## src/rtl/tcp_vlg_ka_tx_if.sv

```systemverilog
// Keep-alive descriptor handshake between the probe generator (master)
// and the TCP TX arbiter (slave).
//   ka_val / ka_rdy : valid/ready handshake
//   ka_src_port, ka_dst_port, ka_seq, ka_ack, ka_flags, ka_wnd,
//   ka_ipv4_dst, ka_len : descriptor fields, stable while ka_val is high
interface tcp_vlg_ka_tx_if;
    logic        ka_val;
    logic        ka_rdy;
    logic [15:0] ka_src_port;
    logic [15:0] ka_dst_port;
    logic [31:0] ka_seq;
    logic [31:0] ka_ack;
    logic [8:0]  ka_flags;
    logic [15:0] ka_wnd;
    logic [31:0] ka_ipv4_dst;
    logic        ka_len;

    modport master (
        output ka_val, ka_src_port, ka_dst_port, ka_seq, ka_ack,
               ka_flags, ka_wnd, ka_ipv4_dst, ka_len,
        input  ka_rdy
    );

    modport slave (
        input  ka_val, ka_src_port, ka_dst_port, ka_seq, ka_ack,
               ka_flags, ka_wnd, ka_ipv4_dst, ka_len,
        output ka_rdy
    );
endinterface

```

## src/rtl/tcp_vlg_ka_tx.sv

```systemverilog
// TCP keep-alive probe generator. On a timer request it snapshots the
// connection state, offers a SEQ = SND.NXT-1 ACK-only descriptor to the
// TX arbiter and reports acceptance (o_sent) or grant timeout (o_fail).
//   clk, rst      : clock, synchronous active-high reset
//   i_connected   : TCP connection established (level)
//   i_send        : keep-alive request from the timer (level)
//   o_sent/o_fail : one-cycle completion / abandon pulses
//   i_loc_*, i_rem_* : TCB fields snapshotted into the descriptor
//   o_ka_cnt      : saturating count of accepted probes
//   ka            : descriptor handshake to the TX arbiter
module tcp_vlg_ka_tx #(
    parameter int unsigned GARBAGE_BYTE  = 0,
    parameter int unsigned GRANT_TIMEOUT = 1250,
    parameter int unsigned HOLDOFF       = 16
) (
    input  logic                  clk,
    input  logic                  rst,
    input  logic                  i_connected,
    input  logic                  i_send,
    output logic                  o_sent,
    output logic                  o_fail,
    input  logic [31:0]           i_loc_seq,
    input  logic [31:0]           i_loc_ack,
    input  logic [15:0]           i_loc_port,
    input  logic [15:0]           i_rem_port,
    input  logic [31:0]           i_rem_ipv4,
    input  logic [15:0]           i_loc_wnd,
    output logic [15:0]           o_ka_cnt,
    tcp_vlg_ka_tx_if.master       ka
);

    localparam int unsigned GW        = $clog2(GRANT_TIMEOUT);
    localparam int unsigned HW        = $clog2(HOLDOFF);
    localparam logic [8:0]  FLAGS_ACK = 9'h010;

    typedef enum logic [1:0] {
        S_IDLE,
        S_REQ,
        S_DONE,
        S_HOLDOFF
    } state_t;

    typedef struct packed {
        logic [15:0] src_port;
        logic [15:0] dst_port;
        logic [31:0] seq;
        logic [31:0] ack;
        logic [8:0]  flags;
        logic [15:0] wnd;
        logic [31:0] ipv4_dst;
        logic        len;
    } desc_t;

    state_t        r_state, w_state_nxt;
    logic [GW-1:0] r_gcnt,  w_gcnt_nxt;
    logic [HW-1:0] r_hcnt,  w_hcnt_nxt;
    logic          r_val,   w_val_nxt;
    logic          r_sent,  w_sent_nxt;
    logic          r_fail,  w_fail_nxt;
    logic [15:0]   r_cnt,   w_cnt_nxt;
    desc_t         r_desc,  w_desc_nxt;

    // Next-state and output decode
    always_comb begin
        w_state_nxt = r_state;
        w_gcnt_nxt  = r_gcnt;
        w_hcnt_nxt  = r_hcnt;
        w_val_nxt   = r_val;
        w_sent_nxt  = 1'b0;
        w_fail_nxt  = 1'b0;
        w_cnt_nxt   = r_cnt;
        w_desc_nxt  = r_desc;

        case (r_state)
            S_IDLE: begin
                if (i_connected && i_send) begin
                    w_desc_nxt.src_port = i_loc_port;
                    w_desc_nxt.dst_port = i_rem_port;
                    w_desc_nxt.seq      = i_loc_seq - 32'd1;
                    w_desc_nxt.ack      = i_loc_ack;
                    w_desc_nxt.flags    = FLAGS_ACK;
                    w_desc_nxt.wnd      = i_loc_wnd;
                    w_desc_nxt.ipv4_dst = i_rem_ipv4;
                    w_desc_nxt.len      = (GARBAGE_BYTE != 0);
                    w_val_nxt           = 1'b1;
                    w_gcnt_nxt          = '0;
                    w_state_nxt         = S_REQ;
                end
            end
            S_REQ: begin
                // A grant on the last allowed cycle still wins over the timeout
                if (r_val && ka.ka_rdy) begin
                    w_val_nxt   = 1'b0;
                    w_sent_nxt  = 1'b1;
                    w_cnt_nxt   = (r_cnt == 16'hFFFF) ? r_cnt : r_cnt + 16'd1;
                    w_state_nxt = S_DONE;
                end else if (r_gcnt == GW'(GRANT_TIMEOUT - 1)) begin
                    w_val_nxt   = 1'b0;
                    w_fail_nxt  = 1'b1;
                    w_hcnt_nxt  = '0;
                    w_state_nxt = S_HOLDOFF;
                end else begin
                    w_gcnt_nxt = r_gcnt + GW'(1);
                end
            end
            S_DONE: begin
                w_hcnt_nxt  = '0;
                w_state_nxt = S_HOLDOFF;
            end
            S_HOLDOFF: begin
                // send is ignored here: it may still be high from the timer's lag
                if (r_hcnt == HW'(HOLDOFF - 1)) begin
                    w_state_nxt = S_IDLE;
                end else begin
                    w_hcnt_nxt = r_hcnt + HW'(1);
                end
            end
            default: begin
                w_state_nxt = S_IDLE;
                w_val_nxt   = 1'b0;
            end
        endcase

        // Loss of connection overrides everything, including a coincident grant
        if (!i_connected) begin
            w_state_nxt = S_IDLE;
            w_val_nxt   = 1'b0;
            w_sent_nxt  = 1'b0;
            w_fail_nxt  = 1'b0;
            w_gcnt_nxt  = '0;
            w_hcnt_nxt  = '0;
            w_cnt_nxt   = '0;
        end
    end

    // State and output registers
    always_ff @(posedge clk) begin
        if (rst) begin
            r_state <= S_IDLE;
            r_gcnt  <= '0;
            r_hcnt  <= '0;
            r_val   <= 1'b0;
            r_sent  <= 1'b0;
            r_fail  <= 1'b0;
            r_cnt   <= '0;
            r_desc  <= '0;
        end else begin
            r_state <= w_state_nxt;
            r_gcnt  <= w_gcnt_nxt;
            r_hcnt  <= w_hcnt_nxt;
            r_val   <= w_val_nxt;
            r_sent  <= w_sent_nxt;
            r_fail  <= w_fail_nxt;
            r_cnt   <= w_cnt_nxt;
            r_desc  <= w_desc_nxt;
        end
    end

    assign o_sent         = r_sent;
    assign o_fail         = r_fail;
    assign o_ka_cnt       = r_cnt;
    assign ka.ka_val      = r_val;
    assign ka.ka_src_port = r_desc.src_port;
    assign ka.ka_dst_port = r_desc.dst_port;
    assign ka.ka_seq      = r_desc.seq;
    assign ka.ka_ack      = r_desc.ack;
    assign ka.ka_flags    = r_desc.flags;
    assign ka.ka_wnd      = r_desc.wnd;
    assign ka.ka_ipv4_dst = r_desc.ipv4_dst;
    assign ka.ka_len      = r_desc.len;

endmodule
```

## src/flat_wrapper.sv

```systemverilog
// flat-port wrapper written by rule: the top's interface ports become plain ports
module tcp_vlg_ka_tx_flat 
#(
    parameter int unsigned GARBAGE_BYTE  = 0,
    parameter int unsigned GRANT_TIMEOUT = 1250,
    parameter int unsigned HOLDOFF       = 16
)
  (clk, rst, i_connected, i_send, o_sent, o_fail, i_loc_seq, i_loc_ack, i_loc_port, i_rem_port, i_rem_ipv4, i_loc_wnd, o_ka_cnt, ka_ka_val, ka_ka_src_port, ka_ka_dst_port, ka_ka_seq, ka_ka_ack, ka_ka_flags, ka_ka_wnd, ka_ka_ipv4_dst, ka_ka_len, ka_ka_rdy);
  tcp_vlg_ka_tx_if ka_i ();
  input  logic clk;
  input  logic rst;
  input  logic i_connected;
  input  logic i_send;
  output logic o_sent;
  output logic o_fail;
  input  logic [31:0] i_loc_seq;
  input  logic [31:0] i_loc_ack;
  input  logic [15:0] i_loc_port;
  input  logic [15:0] i_rem_port;
  input  logic [31:0] i_rem_ipv4;
  input  logic [15:0] i_loc_wnd;
  output logic [15:0] o_ka_cnt;
  output wire logic [$bits(ka_i.ka_val)-1:0] ka_ka_val;
  output wire logic [$bits(ka_i.ka_src_port)-1:0] ka_ka_src_port;
  output wire logic [$bits(ka_i.ka_dst_port)-1:0] ka_ka_dst_port;
  output wire logic [$bits(ka_i.ka_seq)-1:0] ka_ka_seq;
  output wire logic [$bits(ka_i.ka_ack)-1:0] ka_ka_ack;
  output wire logic [$bits(ka_i.ka_flags)-1:0] ka_ka_flags;
  output wire logic [$bits(ka_i.ka_wnd)-1:0] ka_ka_wnd;
  output wire logic [$bits(ka_i.ka_ipv4_dst)-1:0] ka_ka_ipv4_dst;
  output wire logic [$bits(ka_i.ka_len)-1:0] ka_ka_len;
  input wire logic [$bits(ka_i.ka_rdy)-1:0] ka_ka_rdy;
  assign ka_ka_val = ka_i.ka_val;
  assign ka_ka_src_port = ka_i.ka_src_port;
  assign ka_ka_dst_port = ka_i.ka_dst_port;
  assign ka_ka_seq = ka_i.ka_seq;
  assign ka_ka_ack = ka_i.ka_ack;
  assign ka_ka_flags = ka_i.ka_flags;
  assign ka_ka_wnd = ka_i.ka_wnd;
  assign ka_ka_ipv4_dst = ka_i.ka_ipv4_dst;
  assign ka_ka_len = ka_i.ka_len;
  assign ka_i.ka_rdy = ka_ka_rdy;
  tcp_vlg_ka_tx #(.GARBAGE_BYTE(GARBAGE_BYTE), .GRANT_TIMEOUT(GRANT_TIMEOUT), .HOLDOFF(HOLDOFF)) u_core (.clk(clk), .rst(rst), .i_connected(i_connected), .i_send(i_send), .o_sent(o_sent), .o_fail(o_fail), .i_loc_seq(i_loc_seq), .i_loc_ack(i_loc_ack), .i_loc_port(i_loc_port), .i_rem_port(i_rem_port), .i_rem_ipv4(i_rem_ipv4), .i_loc_wnd(i_loc_wnd), .o_ka_cnt(o_ka_cnt), .ka(ka_i));
endmodule
```

## config.mk

```make
export PLATFORM = sky130hd
export DESIGN_NAME = tcp_vlg_ka_tx_flat
export DESIGN_NICKNAME = d
export VERILOG_FILES = /design/src/rtl/tcp_vlg_ka_tx_if.sv /design/src/rtl/tcp_vlg_ka_tx.sv /design/src/flat_wrapper.sv
export SDC_FILE = /design/constraint.sdc
export NUM_CORES = 1
export LEC_CHECK = 0
export BUFFER_PORTS_ARGS = -buffer_cell sky130_fd_sc_hd__buf_2
export CAP_MARGIN = 20
export CORE_UTILIZATION = 48
export CTS_CLUSTER_SIZE = 25
export DETAILED_ROUTE_END_ITERATION = 16
export PLACE_DENSITY_LB_ADDON = 0.08
export SLEW_MARGIN = 10
export SYNTH_ARGS = -nofsm -noshare
export SYNTH_HDL_FRONTEND = slang
export SYNTH_SLANG_ARGS = --single-unit
export TNS_END_PERCENT = 10
```

## constraint.sdc

```tcl
create_clock -name clk -period 3.05 [get_ports clk]
set_input_delay 0.915 -clock clk [delete_from_list [all_inputs] [get_ports clk]]
set_output_delay 0.915 -clock clk [all_outputs]
set_load 0.03 [all_outputs]
```

[Word level (Yosys, flattened, before mapping)]
Index checks and enable logic that the tools add are counted.
Storage, ports and cells
  flip-flop bits (word level): 181
  input bits: 149
  output and inout port bits: 173
  word-level logic and storage cells: 67
Cells by class
  bitwise logic cells: 3
  muxes and demuxes: 19
  eq/ne operators: 13
  add/sub/neg operators: 4
  reductions and logical operators: 14
Operators by type and width (number)
  $mux 11: 3
  $sub 32x1->32 const B: 1
  $pmux 11 s2: 1
  $add 16x1->16 const B: 1
  $eq 16x16->1 const B: 1
  $mux 4: 3
  $pmux 4 s3: 1
  $add 11x1->11 const B: 1
  $eq 11x11->1 const B: 1
  $reduce_and 3->1: 3
  $mux 2: 4
  $pmux 2 s4: 1
  $reduce_and 4->1: 2
  $ne 2x1->1 const B: 3
  $ne 2x2->1 const B: 3
  $mux 1: 5
  $add 4x1->4 const B: 1
  $eq 2x2->1 const B: 2
  $eq 4x4->1 const B: 1
  $reduce_or 4->1: 1
  $ne 3x1->1 const B: 1
  $not 1->1: 3
  $reduce_bool 3->1: 1
  $reduce_or 3->1: 1
  7 further kinds: 8

[Logic depth before layout (Yosys ltp)]
  depth in word-level cells: 4
  gate-level depth with buffers: 9
  mapped depth without buffers: 7

[Worst setup path after synthesis]
OpenSTA, ideal clock, no wires.
  path type: input port to flip-flop
  from: input port i_loc_seq[0]
  to: register u_core.r_desc, in the netlist u_core.ka.ka_seq[16]
  buffers on the path: 1
  data required time: 2959 ps
  setup time: 91 ps
  stages on the path: 7
  slack: 492 ps
  arrival time: 2467 ps
  cell sequence: inv_1 ha_1 or4b_4 nand2b_4 buf_6 or3_1 a311oi_1
On the way
  cells in the longest elaborated chain, start to end: 1
RTL lines
  from (decl): RTL line flat_wrapper.sv:16  | input logic [31:0] i_loc_seq;
  $sub 32x1->32: RTL line tcp_vlg_ka_tx.sv:79  | w_desc_nxt.seq = i_loc_seq - 32'd1;
  to (signal assigned): RTL line tcp_vlg_ka_tx.sv:155  | r_desc <= w_desc_nxt;
  to (decl): RTL line tcp_vlg_ka_tx.sv:61  | desc_t r_desc, w_desc_nxt;
No other way between the ends.
A chain may end at the register's enable or synchronous reset.

[Worst setup path after layout]
  from: input port i_loc_seq[0]
  to: register u_core.r_desc, in the netlist u_core.ka.ka_seq[24]
The elaborated chain is that of the path after synthesis.

==> run_results.csv <==
group,metric,value,unit
critical_path,slowest_stage,"or4b_4",
die,initial_core_util,50.1,%
critical_path,cp_slowest_stage_delay,0.48,ns
sta,rsz0062_at_grt,"no",
clock_tree,clk-insertion-delay-late,0.42,ns
sta,finalCriticalPeriod,2.43,ns
sta,slew_headroom,36.0,%
clock_tree,cts_buffers,17,
die,die_h,126,um
grt,grt_max_degree,117,
clock_tree,post-cts-setup-buffers,0,
routing,drt_iter0_drc,391,
layout,drive_above_1_share,31.0,%
grt,grt_pass1_wl,30.9,mm
critical_path,crit_chain,"buf_2, inv_1, ha_1, or4b_4, nand2b_4, nor3_1, mux2i_1, o31ai_1",
yosys,synthCells,908,
critical_path,cp.required,3.33,ns
placed_design,place.gp.congestion,0.816,
die,core,0.0148,sq mm
clock_tree,cts_sinks,181,
yosys,synth_ff_type,"dfxtp_1",
yosys,yosys_warnings,0,
pwr,cellPowerDensity,563,mW/mm^2
die,io_pins,322,
grt,antenna_found_initial,0,
grt,overflow,0,
grt,grt_pass1_vias,6252,
pwr,vdd_drop_max,384,uV
layout,layout.nets,1353,
routing,wl,19.4,mm
clock_tree,clk_path_buf_depth,2,
clock_tree,cts_resized,0,
sta,finalCritPeriodShare,79.8,%
sta,tightest_slew,0.952,ns
critical_path,worst_ep_arrival_time,2.72,ns
placed_design,dpl.hpwl,13.9,mm
placed_design,portBuffers,312,
clock_tree,cts_tree,"built",
grt,track_usage,24.2,%
pwr,power,5440,uW
yosys,ys_seq_elements,181,
yosys,avgSynthCellArea,8.14,sq um
routing,vias_per_cell,5.07,
clock_tree,cts_root_buffer,"clkbuf_16",
pwr,p_leak,0.00418,uW
routing,vias,7056,
routing,routedWlPerCell,14.0,um
routing,route.detailed.drc,0,
layout,final_cell_area,0.00967,sq mm
sta,tns,0,ns
routing,drtPass1Iterations,5,
clock_tree,htreeDepth,4,
die,die_x,126,um
clock_tree,clk_pin_slew,0.06,ns
yosys,synth-edff-count,0,
sta,fin_skew,0.00830,ns
critical_path,end_kind,"register",
routing,antenna_left,0,
yosys,async_flop_share,0,%
critical_path,startpoint_type,"input port",
critical_path,rrSetupSlack,0.83,ns
min_path,hold_class,"reg -> reg",
placed_design,placed_area,0.00908,sq mm
yosys,synth.distinct_cells,53,
sta,drv_slew,0,
clock_tree,postCtsHoldBufs,0,
yosys,syn_area,0.00739,sq mm
outcome,status,"completed",
die,row_count,44,
sta,finalSetupViolCount,0,
critical_path,crit_type,"in -> reg",
critical_path,path_max_fanout,13,
layout,fillers,1371,
die,design.die.area,0.0159,sq mm
sta,fmax,0.411,GHz
sta,finalHoldViolations,0,
layout,syn_to_final_growth,30.8,%
yosys,seq_area_frac_synth,49.0,%
flow_run,cap_violations,0,
[final timing paths]
| path | from | end | depth (start not counted) |
|---|---|---|---|
| worst min register to register | u_core.ka.ka_ack[6] | u_core.ka.ka_ack[6] | 2 |
| worst max register to register | u_core.r_state[1] | u_core.r_gcnt[6] | 7 |
| worst max-delay path | i_loc_seq[0] | u_core.ka.ka_seq[24] | 8 |
| worst min-delay path | u_core.ka.ka_ack[6] | u_core.ka.ka_ack[6] | 2 |
[sequential cells by signal (all words and copies together) (netlist names), 2 cells and up]
signal / count
u_core.ka.ka_seq: 32
u_core.r_state: 2
u_core.r_gcnt: 11
u_core.ka.ka_src_port: 16
u_core.ka.ka_dst_port: 16
u_core.ka.ka_ipv4_dst: 32
u_core.r_hcnt: 4
u_core.o_ka_cnt: 16
u_core.ka.ka_wnd: 16
u_core.ka.ka_ack: 32
[layer usage]
metal	wire length [um]	up-vias	track usage, %
li1	-	3627	-
met1	8260	3159	28.8
met2	9280	242	41.0
met3	1530	28	7.43
met4	378	0	9.36
met5	0	-	0
[critical path, delay by kind of cell]
family,cells,cell delay [ns]
mux,1,0.24
buf+inv,2,0.17
fa+ha+maj,1,0.18
compound gates,1,0.08
simple gates,3,1.12
[placed cells by master (no fill, tap or decap), drive strengths merged, types with 4 or more instances in the layout]
master    instances
a211oi           28
nor2             69
nand2           248
nor2b             5
inv               9
nand3            18
xor2             10
ha                8
and3              8
a21oi           119
or4               4
buf             326
conb              9
clkinvlp          5
nand4             9
nor3             17
xnor2            36
o21ai            13
a311oi            4
or3               8
dfxtp           181
clkbuf           19
nor4             19
[cell usage after synthesis, types with 3 or more instances]
master	number	area, sq um
nor4b_1	3	26.3
a211oi_2	3	37.5
nor4_2	4	50.1
nor3_1	17	85.1
nand4_1	9	56.3
inv_1	8	30.0
xnor2_1	36	315
nand3_1	17	85.1
nand2_1	248	931
ha_1	8	100
a311oi_1	4	35.0
or3_1	8	50.1
a21oi_1	119	596
xor2_1	10	87.6
clkbuf_1	48	180
nor4_1	13	81.3
dfxtp_1	181	3620
o21ai_0	12	60.1
buf_1	4	15.0
nor2b_1	5	31.3
o22ai_1	3	18.8
nor2_1	69	259
and3_1	8	50.1
a211oi_1	25	188
buf_4	9	67.6
[report_power, final]
part           total [uW]  switching [uW]  leakage (uW)  internal, uW
Sequential           2520            48.4       0.00148          2470
Clock                2150             906      0.000270          1240
Combinational         773             520       0.00243           252
[logic make-up after synthesis]
group / after synthesis / share of synthesized area (%)
other: 1 / 0.0507
AOI/OAI and AO/OA: 176 / 13.8
DFF: 181 / 49.0
muxes: 1 / 0.135
xor gates and xnor gates: 46 / 5.45
and+or+nand+nor: 422 / 25.8
adders and majority gates: 8 / 1.35
buffers and inverters: 73 / 4.40
[layout make-up]
class	count	area, sq um	share of cell area (%)
Antenna cell	1	2.50	0.0259
Clock buffer	19	453	4.69
Clock inverter	11	129	1.33
Inverter	8	30.0	0.311
Multi-Input combinational cell	662	3490	36.1
Sequential cell	181	3620	37.5
Tap cell	184	230	2.38
Timing Repair Buffer	326	1710	17.7
[metrics by stage]
stage,utilization [%],setup slack (ns),hold slack (ns),cells
floorplan,-,0.492,0.471,916
global placement,61.6,0.246,0.439,1361
detailed placement,61.6,0.185,0.443,1361
CTS,65.5,0.643,0.452,1391
global route,65.5,0.507,0.464,1391
finish,65.5,0.616,0.449,1392
No activity file was read; power rests on OpenSTA's default activity.
